`src/rtl/dmem_pkg.sv`:
```
// Shared types and default widths for the data-memory arbiter.
// The widths match the arbiter parameter defaults.
package dmem_pkg;

    localparam int DMEM_ADDR_W = 10;
    localparam int DMEM_DATA_W = 32;
    localparam int DMEM_BE_W   = DMEM_DATA_W / 8;

    typedef enum logic [1:0] {
        ARB_IDLE  = 2'd0,
        ARB_LOCK0 = 2'd1,
        ARB_LOCK1 = 2'd2
    } arb_state_t;

    typedef struct packed {
        logic                   req;
        logic                   lock;
        logic [DMEM_BE_W-1:0]   we;
        logic [DMEM_ADDR_W-1:0] addr;
        logic [DMEM_DATA_W-1:0] wdata;
    } dmem_req_t;

    typedef struct packed {
        logic                   gnt;
        logic                   rvalid;
        logic [DMEM_DATA_W-1:0] rdata;
    } dmem_resp_t;

endpackage

```
`src/rtl/dmem_arbiter_rr_arb2.sv`:
```
// Two-input round-robin picker: on a tie the master that was not granted last wins.
// last_i=1 means master 1 was granted most recently.
module rr_arb2 (
    input  logic [1:0] req_i,
    input  logic       last_i,
    output logic [1:0] gnt_o
);

    assign gnt_o[0] = req_i[0] & (~req_i[1] | last_i);
    assign gnt_o[1] = req_i[1] & (~req_i[0] | ~last_i);

endmodule

```
`src/rtl/dmem_arbiter.sv`:
```
// Two-master round-robin arbiter with bus lock and lock timeout in front of a 1-cycle data memory.
// Optional grant/conflict performance counters are enabled by defining DMEM_ARB_PERF_EN.
module dmem_arbiter
    import dmem_pkg::*;
#(
    parameter int ADDR_W   = DMEM_ADDR_W,
    parameter int DATA_W   = DMEM_DATA_W,
    parameter int LOCK_MAX = 16
) (
    input  logic                  clk,
    input  logic                  rst_n,
    input  logic                  m0_req,
    input  logic                  m0_lock,
    input  logic [DATA_W/8-1:0]   m0_we,
    input  logic [ADDR_W-1:0]     m0_addr,
    input  logic [DATA_W-1:0]     m0_wdata,
    output logic                  m0_gnt,
    output logic                  m0_rvalid,
    output logic [DATA_W-1:0]     m0_rdata,
    input  logic                  m1_req,
    input  logic                  m1_lock,
    input  logic [DATA_W/8-1:0]   m1_we,
    input  logic [ADDR_W-1:0]     m1_addr,
    input  logic [DATA_W-1:0]     m1_wdata,
    output logic                  m1_gnt,
    output logic                  m1_rvalid,
    output logic [DATA_W-1:0]     m1_rdata,
    output logic [ADDR_W-1:0]     mem_addr,
    output logic [DATA_W-1:0]     mem_wdata,
    output logic [DATA_W/8-1:0]   mem_we,
    input  logic [DATA_W-1:0]     mem_rdata
`ifdef DMEM_ARB_PERF_EN
    ,
    output logic [31:0]           perf_gnt0,
    output logic [31:0]           perf_gnt1,
    output logic [31:0]           perf_conflict
`endif
);

    localparam int CNT_W = (LOCK_MAX > 1) ? $clog2(LOCK_MAX) + 1 : 1;

    arb_state_t        state_q;
    logic              last_q;
    logic [CNT_W-1:0]  cnt_q;
    logic              rd_pend_q, rd_pend_d;
    logic              rd_owner_q, rd_owner_d;
    logic [DATA_W-1:0] rdata0_q, rdata1_q;
    logic [1:0]        req_masked;
    logic [1:0]        gnt;
    logic              timeout;

    // The lock owner is the only master the picker can see while locked.
    always_comb begin
        req_masked = {m1_req, m0_req};
        case (state_q)
            ARB_LOCK0: req_masked = {1'b0, m0_req};
            ARB_LOCK1: req_masked = {m1_req, 1'b0};
            default:   req_masked = {m1_req, m0_req};
        endcase
    end

    rr_arb2 u_rr_arb2 (
        .req_i  (req_masked),
        .last_i (last_q),
        .gnt_o  (gnt)
    );

    assign m0_gnt = gnt[0];
    assign m1_gnt = gnt[1];

    always_comb begin
        mem_addr  = '0;
        mem_wdata = '0;
        mem_we    = '0;
        if (gnt[0]) begin
            mem_addr  = m0_addr;
            mem_wdata = m0_wdata;
            mem_we    = m0_we;
        end else if (gnt[1]) begin
            mem_addr  = m1_addr;
            mem_wdata = m1_wdata;
            mem_we    = m1_we;
        end
    end

    // Counter value LOCK_MAX-1 is reached at the edge ending this cycle.
    assign timeout = (LOCK_MAX != 0) && ((int'(cnt_q) + 1) >= (LOCK_MAX - 1));

    assign rd_pend_d  = (|gnt) && (mem_we == '0);
    assign rd_owner_d = gnt[1];

    always_ff @(posedge clk or negedge rst_n) begin
        if (!rst_n) begin
            state_q <= ARB_IDLE;
            last_q  <= 1'b1;
            cnt_q   <= '0;
        end else begin
            if (gnt[0]) begin
                last_q <= 1'b0;
            end else if (gnt[1]) begin
                last_q <= 1'b1;
            end
            case (state_q)
                ARB_IDLE: begin
                    cnt_q <= '0;
                    if (gnt[0] && m0_lock) begin
                        state_q <= ARB_LOCK0;
                    end else if (gnt[1] && m1_lock) begin
                        state_q <= ARB_LOCK1;
                    end
                end
                ARB_LOCK0: begin
                    if (!m0_lock || timeout) begin
                        state_q <= ARB_IDLE;
                        last_q  <= 1'b0;
                        cnt_q   <= '0;
                    end else begin
                        cnt_q <= cnt_q + 1'b1;
                    end
                end
                ARB_LOCK1: begin
                    if (!m1_lock || timeout) begin
                        state_q <= ARB_IDLE;
                        last_q  <= 1'b1;
                        cnt_q   <= '0;
                    end else begin
                        cnt_q <= cnt_q + 1'b1;
                    end
                end
                default: begin
                    state_q <= ARB_IDLE;
                    cnt_q   <= '0;
                end
            endcase
        end
    end

    always_ff @(posedge clk or negedge rst_n) begin
        if (!rst_n) begin
            rd_pend_q  <= 1'b0;
            rd_owner_q <= 1'b0;
            rdata0_q   <= '0;
            rdata1_q   <= '0;
        end else begin
            rd_pend_q  <= rd_pend_d;
            rd_owner_q <= rd_owner_d;
            if (m0_rvalid) begin
                rdata0_q <= mem_rdata;
            end
            if (m1_rvalid) begin
                rdata1_q <= mem_rdata;
            end
        end
    end

    // Read data passes straight from the macro in the response cycle, then is held.
    assign m0_rvalid = rd_pend_q & ~rd_owner_q;
    assign m1_rvalid = rd_pend_q &  rd_owner_q;
    assign m0_rdata  = m0_rvalid ? mem_rdata : rdata0_q;
    assign m1_rdata  = m1_rvalid ? mem_rdata : rdata1_q;

`ifdef DMEM_ARB_PERF_EN
    logic [31:0] perf_gnt0_q, perf_gnt1_q, perf_conflict_q;
    logic        conflict;

    assign conflict = (m0_req & ~gnt[0]) | (m1_req & ~gnt[1]);

    always_ff @(posedge clk or negedge rst_n) begin
        if (!rst_n) begin
            perf_gnt0_q     <= '0;
            perf_gnt1_q     <= '0;
            perf_conflict_q <= '0;
        end else begin
            if (gnt[0] && (perf_gnt0_q != '1)) begin
                perf_gnt0_q <= perf_gnt0_q + 32'd1;
            end
            if (gnt[1] && (perf_gnt1_q != '1)) begin
                perf_gnt1_q <= perf_gnt1_q + 32'd1;
            end
            if (conflict && (perf_conflict_q != '1)) begin
                perf_conflict_q <= perf_conflict_q + 32'd1;
            end
        end
    end

    assign perf_gnt0     = perf_gnt0_q;
    assign perf_gnt1     = perf_gnt1_q;
    assign perf_conflict = perf_conflict_q;
`endif

endmodule
```
`config.mk`:
```
export PLATFORM = sky130hd
export DESIGN_NAME = dmem_arbiter
export DESIGN_NICKNAME = d
export VERILOG_FILES = /design/src/rtl/dmem_pkg.sv /design/src/rtl/dmem_arbiter_rr_arb2.sv /design/src/rtl/dmem_arbiter.sv
export SDC_FILE = /design/constraint.sdc
export NUM_CORES = 1
export LEC_CHECK = 0
export ABC_CLOCK_PERIOD_IN_PS = 6000
export CAP_MARGIN = 15
export CELL_PAD_IN_SITES_DETAIL_PLACEMENT = 0
export CELL_PAD_IN_SITES_GLOBAL_PLACEMENT = 1
export CORE_MARGIN = 10
export CORE_UTILIZATION = 29
export CTS_BUF_LIST = sky130_fd_sc_hd__clkbuf_4
export CTS_CLUSTER_DIAMETER = 150
export CTS_CLUSTER_SIZE = 16
export DETAILED_ROUTE_END_ITERATION = 6
export PLACE_DENSITY_LB_ADDON = 0.25
export SLEW_MARGIN = 10
export SYNTH_ARGS = -nofsm -noshare
export SYNTH_HDL_FRONTEND = slang
export SYNTH_SLANG_ARGS = --single-unit
```
`constraint.sdc`:
```
create_clock -name clk -period 6 [get_ports clk]
set_clock_uncertainty 0.05 [all_clocks]
set_input_delay 0.6 -clock clk [delete_from_list [all_inputs] [get_ports clk]]
set_output_delay 0.6 -clock clk [all_outputs]
set_load 0.03 [all_outputs]
```
# Yosys cells after proc, flatten, opt, wreduce, memory -nomap -nowiden

Cells that the tools add are included.

Equal/unequal tests: 5
Reductions and logical operators: 11
Add/subtract/negate cells: 2
Mux-type cells: 22
Bitwise operators: 10
Order comparisons: 1

Operators by type and width:

| cell                                                 | number |
|---|---|
| two-way mux 32 bit                                   | 4 |
| two-way mux 10 bit                                   | 2 |
| two-way mux 5 bit                                    | 2 |
| one-hot mux 5 bit (2 select lines)                   | 1 |
| two-way mux 2 bit                                    | 4 |
| two-way mux 4 bit                                    | 2 |
| adder 5 x 1 -> 6 bit (second input constant)         | 1 |
| >= comparator 6 x 4 -> 1 bit (second input constant) | 1 |
| one-hot mux 2 bit (3 select lines)                   | 1 |
| adder 5 x 1 -> 5 bit (second input constant)         | 1 |
| bitwise AND 1 bit                                    | 4 |
| logical NOT 4 bit                                    | 1 |
| two-way mux 1 bit                                    | 4 |
| != test 2 bit (second input constant)                | 2 |
| NOT 1 bit                                            | 4 |
| one-hot mux 2 bit (2 select lines)                   | 1 |
| logical AND 1 bit                                    | 3 |
| != test 3 bit (second input constant)                | 1 |
| AND reduction 3 bit                                  | 1 |
| equality test 2 x 1 -> 1 bit (second input constant) | 1 |
| equality test 2 bit (second input constant)          | 1 |
| logical NOT 1 bit                                    | 2 |
| logical NOT 2 bit                                    | 1 |
| logical OR 1 bit                                     | 2 |
| other kinds (3)                                      | 4 |

Logic and storage cells: 58
Register bits after elaboration: 74
Output and inout port bits: 114
Input bits: 130

# Logic depth before layout (Yosys ltp)

Word-level depth: 9
Depth in mapped cells: 8
Gate-level depth less buffers: 7

# Hierarchy

From an unflattened synthesis, not the netlist that was laid out.

Cell total of the unflattened synthesis: 259
Area total of the unflattened synthesis: 3445.8 µm²

Modules (own cells, without submodules):

| module       | sequential area each (µm²) | times used | area each (µm²) | cells an instance |
|---|---|---|---|---|
| dmem_arbiter | 1853.0                     | 1          | 3427.0          | 256 |
| rr_arb2      | 0.0                        | 1          | 18.8            | 3 |

# Worst setup path after synthesis

OpenSTA, ideal clock, no wires.

Path type: reg2out
From: register state_q[0]
To: output mem_wdata[22]
Stages on the path, launching flop included: 8
Setup slack: 3397 ps
Arrival time: 1953 ps
Path buffers: 2
Data required time: 5350 ps
Cells stage by stage: dfrtp_1 inv_1 ha_1 nor2b_4 a311oi_2 buf_6 buf_4 a22o_1

Longest elaborated chain between the ends: 7
Elaborated cells on any way between the ends: 11
Those cells by class: 2 x eq/ne; 3 x mux; 6 x bitwise

RTL lines:

| item                                                                | line                       | source |
|---|---|---|
| start, declared                                                     | dmem_arbiter.sv:42         | `arb_state_t state_q;` |
| start signal, assigned                                              | dmem_arbiter.sv:94         | `state_q <= ARB_IDLE;` |
| start signal, assigned                                              | dmem_arbiter.sv:107        | `state_q <= ARB_LOCK0;` |
| start signal, assigned                                              | dmem_arbiter.sv:109        | `state_q <= ARB_LOCK1;` |
| equality test 2 bit or equality test 2 x 1 -> 1 bit (tied branches) | dmem_arbiter.sv:55         | `case (state_q)` |
| one-hot mux 2 bit (2 select lines) (*)                              | dmem_arbiter.sv:55         |  |
| NOT 1 bit                                                           | dmem_arbiter_rr_arb2.sv:10 | `assign gnt_o[1] = req_i[1] & (~req_i[0] \| ~last_i);` |
| bitwise OR 1 bit                                                    | dmem_arbiter_rr_arb2.sv:10 |  |
| bitwise AND 1 bit (*)                                               | dmem_arbiter_rr_arb2.sv:10 |  |
| named net m1_gnt                                                    | dmem_arbiter.sv:25         | `output logic m1_gnt,` |
| two-way mux 32 bit (*)                                              | dmem_arbiter.sv:79         | `end else if (gnt[1]) begin` |
| two-way mux 32 bit (*)                                              | dmem_arbiter.sv:75         | `if (gnt[0]) begin` |
| end, declared                                                       | dmem_arbiter.sv:29         | `output logic [DATA_W-1:0] mem_wdata,` |

Mark *: on every way through the listed nets, which the timed path passes. The rest lies on a longest branch.

# Worst setup path after layout

From: register state_q[0]
To: output mem_wdata[16]

Longest elaborated chain between the ends: 7
Elaborated cells on any way between the ends: 11
Those cells by class: 2 x eq/ne; 3 x mux; 6 x bitwise

RTL lines:

| item                                                                | line |
|---|---|
| equality test 2 bit or equality test 2 x 1 -> 1 bit (tied branches) | dmem_arbiter.sv:55 |
| one-hot mux 2 bit (2 select lines) (*)                              | dmem_arbiter.sv:55 |
| NOT 1 bit                                                           | dmem_arbiter_rr_arb2.sv:10 |
| bitwise OR 1 bit                                                    | dmem_arbiter_rr_arb2.sv:10 |
| bitwise AND 1 bit                                                   | dmem_arbiter_rr_arb2.sv:10 |
| two-way mux 32 bit                                                  | dmem_arbiter.sv:79 |
| two-way mux 32 bit (*)                                              | dmem_arbiter.sv:75 |

Mark *: on every way between the ends. The rest lies on a longest branch, timed or not.

==> flow_metrics.tcl <==
set metrics [dict create \
    worst_ep_arrival_time_ns 3.61 \
    regArea_mm2 0.001853 \
    num_vias 3154 \
    port_buffers 243 \
    synth_top_area_frac 0.5181 \
    synth_seq_area_share 0.5256 \
    startpoint "state_q[0]" \
    timing.final.crit_share 0.7092 \
    crit_chain "inv_1 -> ha_1 -> nor2b_4 -> o311a_1 -> buf_4 -> a22o_1 -> clkdlybuf4s50_1" \
    clock-sinks 74 \
    die_area_mm2 0.01697 \
    syn_nets 399 \
    irDropWorstVdd_v 0.0002679 \
    cts-root-buf "clkbuf_4" \
    syn_inst 264 \
    clk_pin_slew_ns 0.12 \
    grt_max_degree 75 \
    r2r_setup_slack_ns 3.17 \
    ys_types 45 \
    syn_area_mm2 0.003526 \
    cts.htree.levels 3 \
    cts_post_setup_buffers_inserted 0 \
    die_y_um 130.3 \
    hold_viol 0 \
    cts_tree "built" \
    status "complete, no violations" \
    cpPeakStageDelay_ns 0.72 \
    hpwl_um 12770 \
    grt_pass1_wl_um 22030 \
    multi_input_area_mm2 0.001559 \
    cp.required_ns 5.35 \
    synthTopCellsByArea "dfrtp_1 (52%), mux2_2 (20%), a22o_1 (11%), ha_1 (1.8%), buf_2 (0.99%)" \
    powerDensity_mw_per_mm2 566.3 \
    wl_um 15400 \
    hp-class "primary input to async pin" \
    clockBufferDepth 2 \
    grt_pass1_vias 3596 \
    met2_usage 0.3195 \
    r2r_cells 8 \
    cts_hold_buf 0 \
    viasPerCell 4.801 \
    critPathKind "register to output port" \
    r2r-start "state_q[0]" \
    rsz0062_at_grt "no" \
    synth_edf_count 0 \
    num-nets-final 640 \
    finalSetupViolations 0 \
    ios 244 \
    grt_use_total 0.1762 \
    yosys.cell_count.top_type "dfrtp_1" \
    yosys_warnings 0 \
    max_slew_margin 0.2978 \
    remaining_drc_errors 0 \
    slew_violations 0 \
    tightestPinTransition_ns 1.051 \
    synth_seq_cells 74 \
    gp_congestion 0.9116 \
    use_met1 0.1634 \
    fill_cells 1074 \
    p_leak_nw 2.530 \
    drive_gt1_frac 0.1807 \
    syn_to_final_growth_pct 76.19 \
    worstSkewPairLatency_ns 0.41 \
    maxCapViolations 0 \
    grt_busiest_layer "met2" \
    place_area_mm2 0.006083 \
    postRouteAntennaNets 0 \
    core-area_mm2 0.01196 \
    ys_async_sr_fraction 1.000 \
    critPathMaxFanout 27 \
    holdWs_ns 0.3554 \
    route.detailed.wl_per_inst_um 23.43 \
    fmax_ghz 0.2350 \
    first_pass_iters 4 \
    synth_top_cell_by_area "dfrtp_1" \
    timing.final.crit_period_ns 4.255 \
    syn_area_per_cell_um2 13.36 \
    initialDrtViolationCount 100 \
    rows 40 \
    cts-buffers-inserted 9 \
    antenna_found_initial 1 \
    ctsResizeCount 0 \
    synth.cells.most_frequent "dfrtp_1 (73), mux2_2 (64), a22o_1 (45)" \
    synth_ff_type "dfrtp_1" \
    die_w_um 130.3 \
    final.setup.tns_ns 0 \
    critPathCaptureType "output port" \
    grt_overflow 0 \
    final_area_mm2 0.006212 \
    start_util 0.2948 \
    worstSetupStartpointType "register" \
    slowest_stage "o311a_1" \
    grt_use_met3 0.1006 \
    rr_endpoint "rd_pend_q" \
]
-- cells by family after synthesis --
kind of cell / synth area share
DFF: 0.5256
AOI/OAI and AO/OA: 0.1572
and+or+nand+nor: 0.05145
muxes: 0.2044
xor gates and xnor gates: 0.004969
buffers and inverters: 0.03761
adders and majority gates: 0.01774
other: 0.001064
-- report_power, final --
part	switching, mW	internal, mW
clock network	0.174	0.122
logic	1.37	1.06
registers	0.0635	0.731
total	1.61	1.91
-- placed cells by master, fill, tap and decap left out, types with 3 or more instances in the layout --
| master | count |
|---|---|
| a21oi_1 | 4 |
| a22o_1 | 45 |
| and3_1 | 3 |
| buf_4 | 4 |
| clkbuf_4 | 9 |
| clkdlybuf4s50_1 | 242 |
| dfrtp_1 | 73 |
| ha_1 | 5 |
| inv_1 | 8 |
| mux2_2 | 64 |
| nand2_1 | 5 |
| nand3_1 | 3 |
| nor2_1 | 4 |
-- worst max-delay path, delay by kind of cell, from the launching register on --
kind | cells | cell delay [ns]
simple gates | 1 | 0.23
flops | 1 | 0.40
fa+ha+maj | 1 | 0.43
buf+inv | 3 | 1.20
compound gates | 2 | 0.92
-- metrics by stage --
step | util | worst slack (ns) | cells | power, mW
detailed placement | 0.5086 | 2.064 | 641 | 3.266
global route | 0.5191 | 1.538 | 656 | 3.707
global placement | 0.5086 | 2.117 | 641 | 3.232
floorplan | - | 3.397 | 264 | 2.246
CTS | 0.5191 | 1.690 | 656 | 3.571
finish | 0.5194 | 1.745 | 657 | 3.518
-- flip-flops by register name, summed over array words and instances, names as in the netlist --
name / count
rdata0_q: 32
rdata1_q: 32
cnt_q: 5
state_q: 2
last_q: 1
rd_owner_q: 1
rd_pend_q: 1
-- metal layers --
metal / vias to the layer above / part of all wire
met4: 0 / 0.021
met3: 13 / 0.14
met2: 170 / 0.52
li1: 1471 / -
met1: 1500 / 0.32
met5: - / 0
-- worst max path at each step --
| stage | to | slack, ns |
|---|---|---|
| detailed placement | mem_wdata[16] | 2.06 |
| global placement | mem_wdata[30] | 2.12 |
| CTS | mem_wdata[16] | 1.69 |
| global route | mem_wdata[21] | 1.54 |
| floorplan | mem_wdata[22] | 3.40 |
| finish | mem_wdata[16] | 1.74 |
-- cell type report --
class | instances | area share
antenna | 1 | 0.0004028
tap | 147 | 0.02961
clock inverter | 6 | 0.009466
multi-input combinational | 165 | 0.2510
inverter | 8 | 0.004834
timing repair buffer | 247 | 0.3956
sequential | 74 | 0.2983
clock buffer | 9 | 0.01088
(Power assumes the default switching activity.)
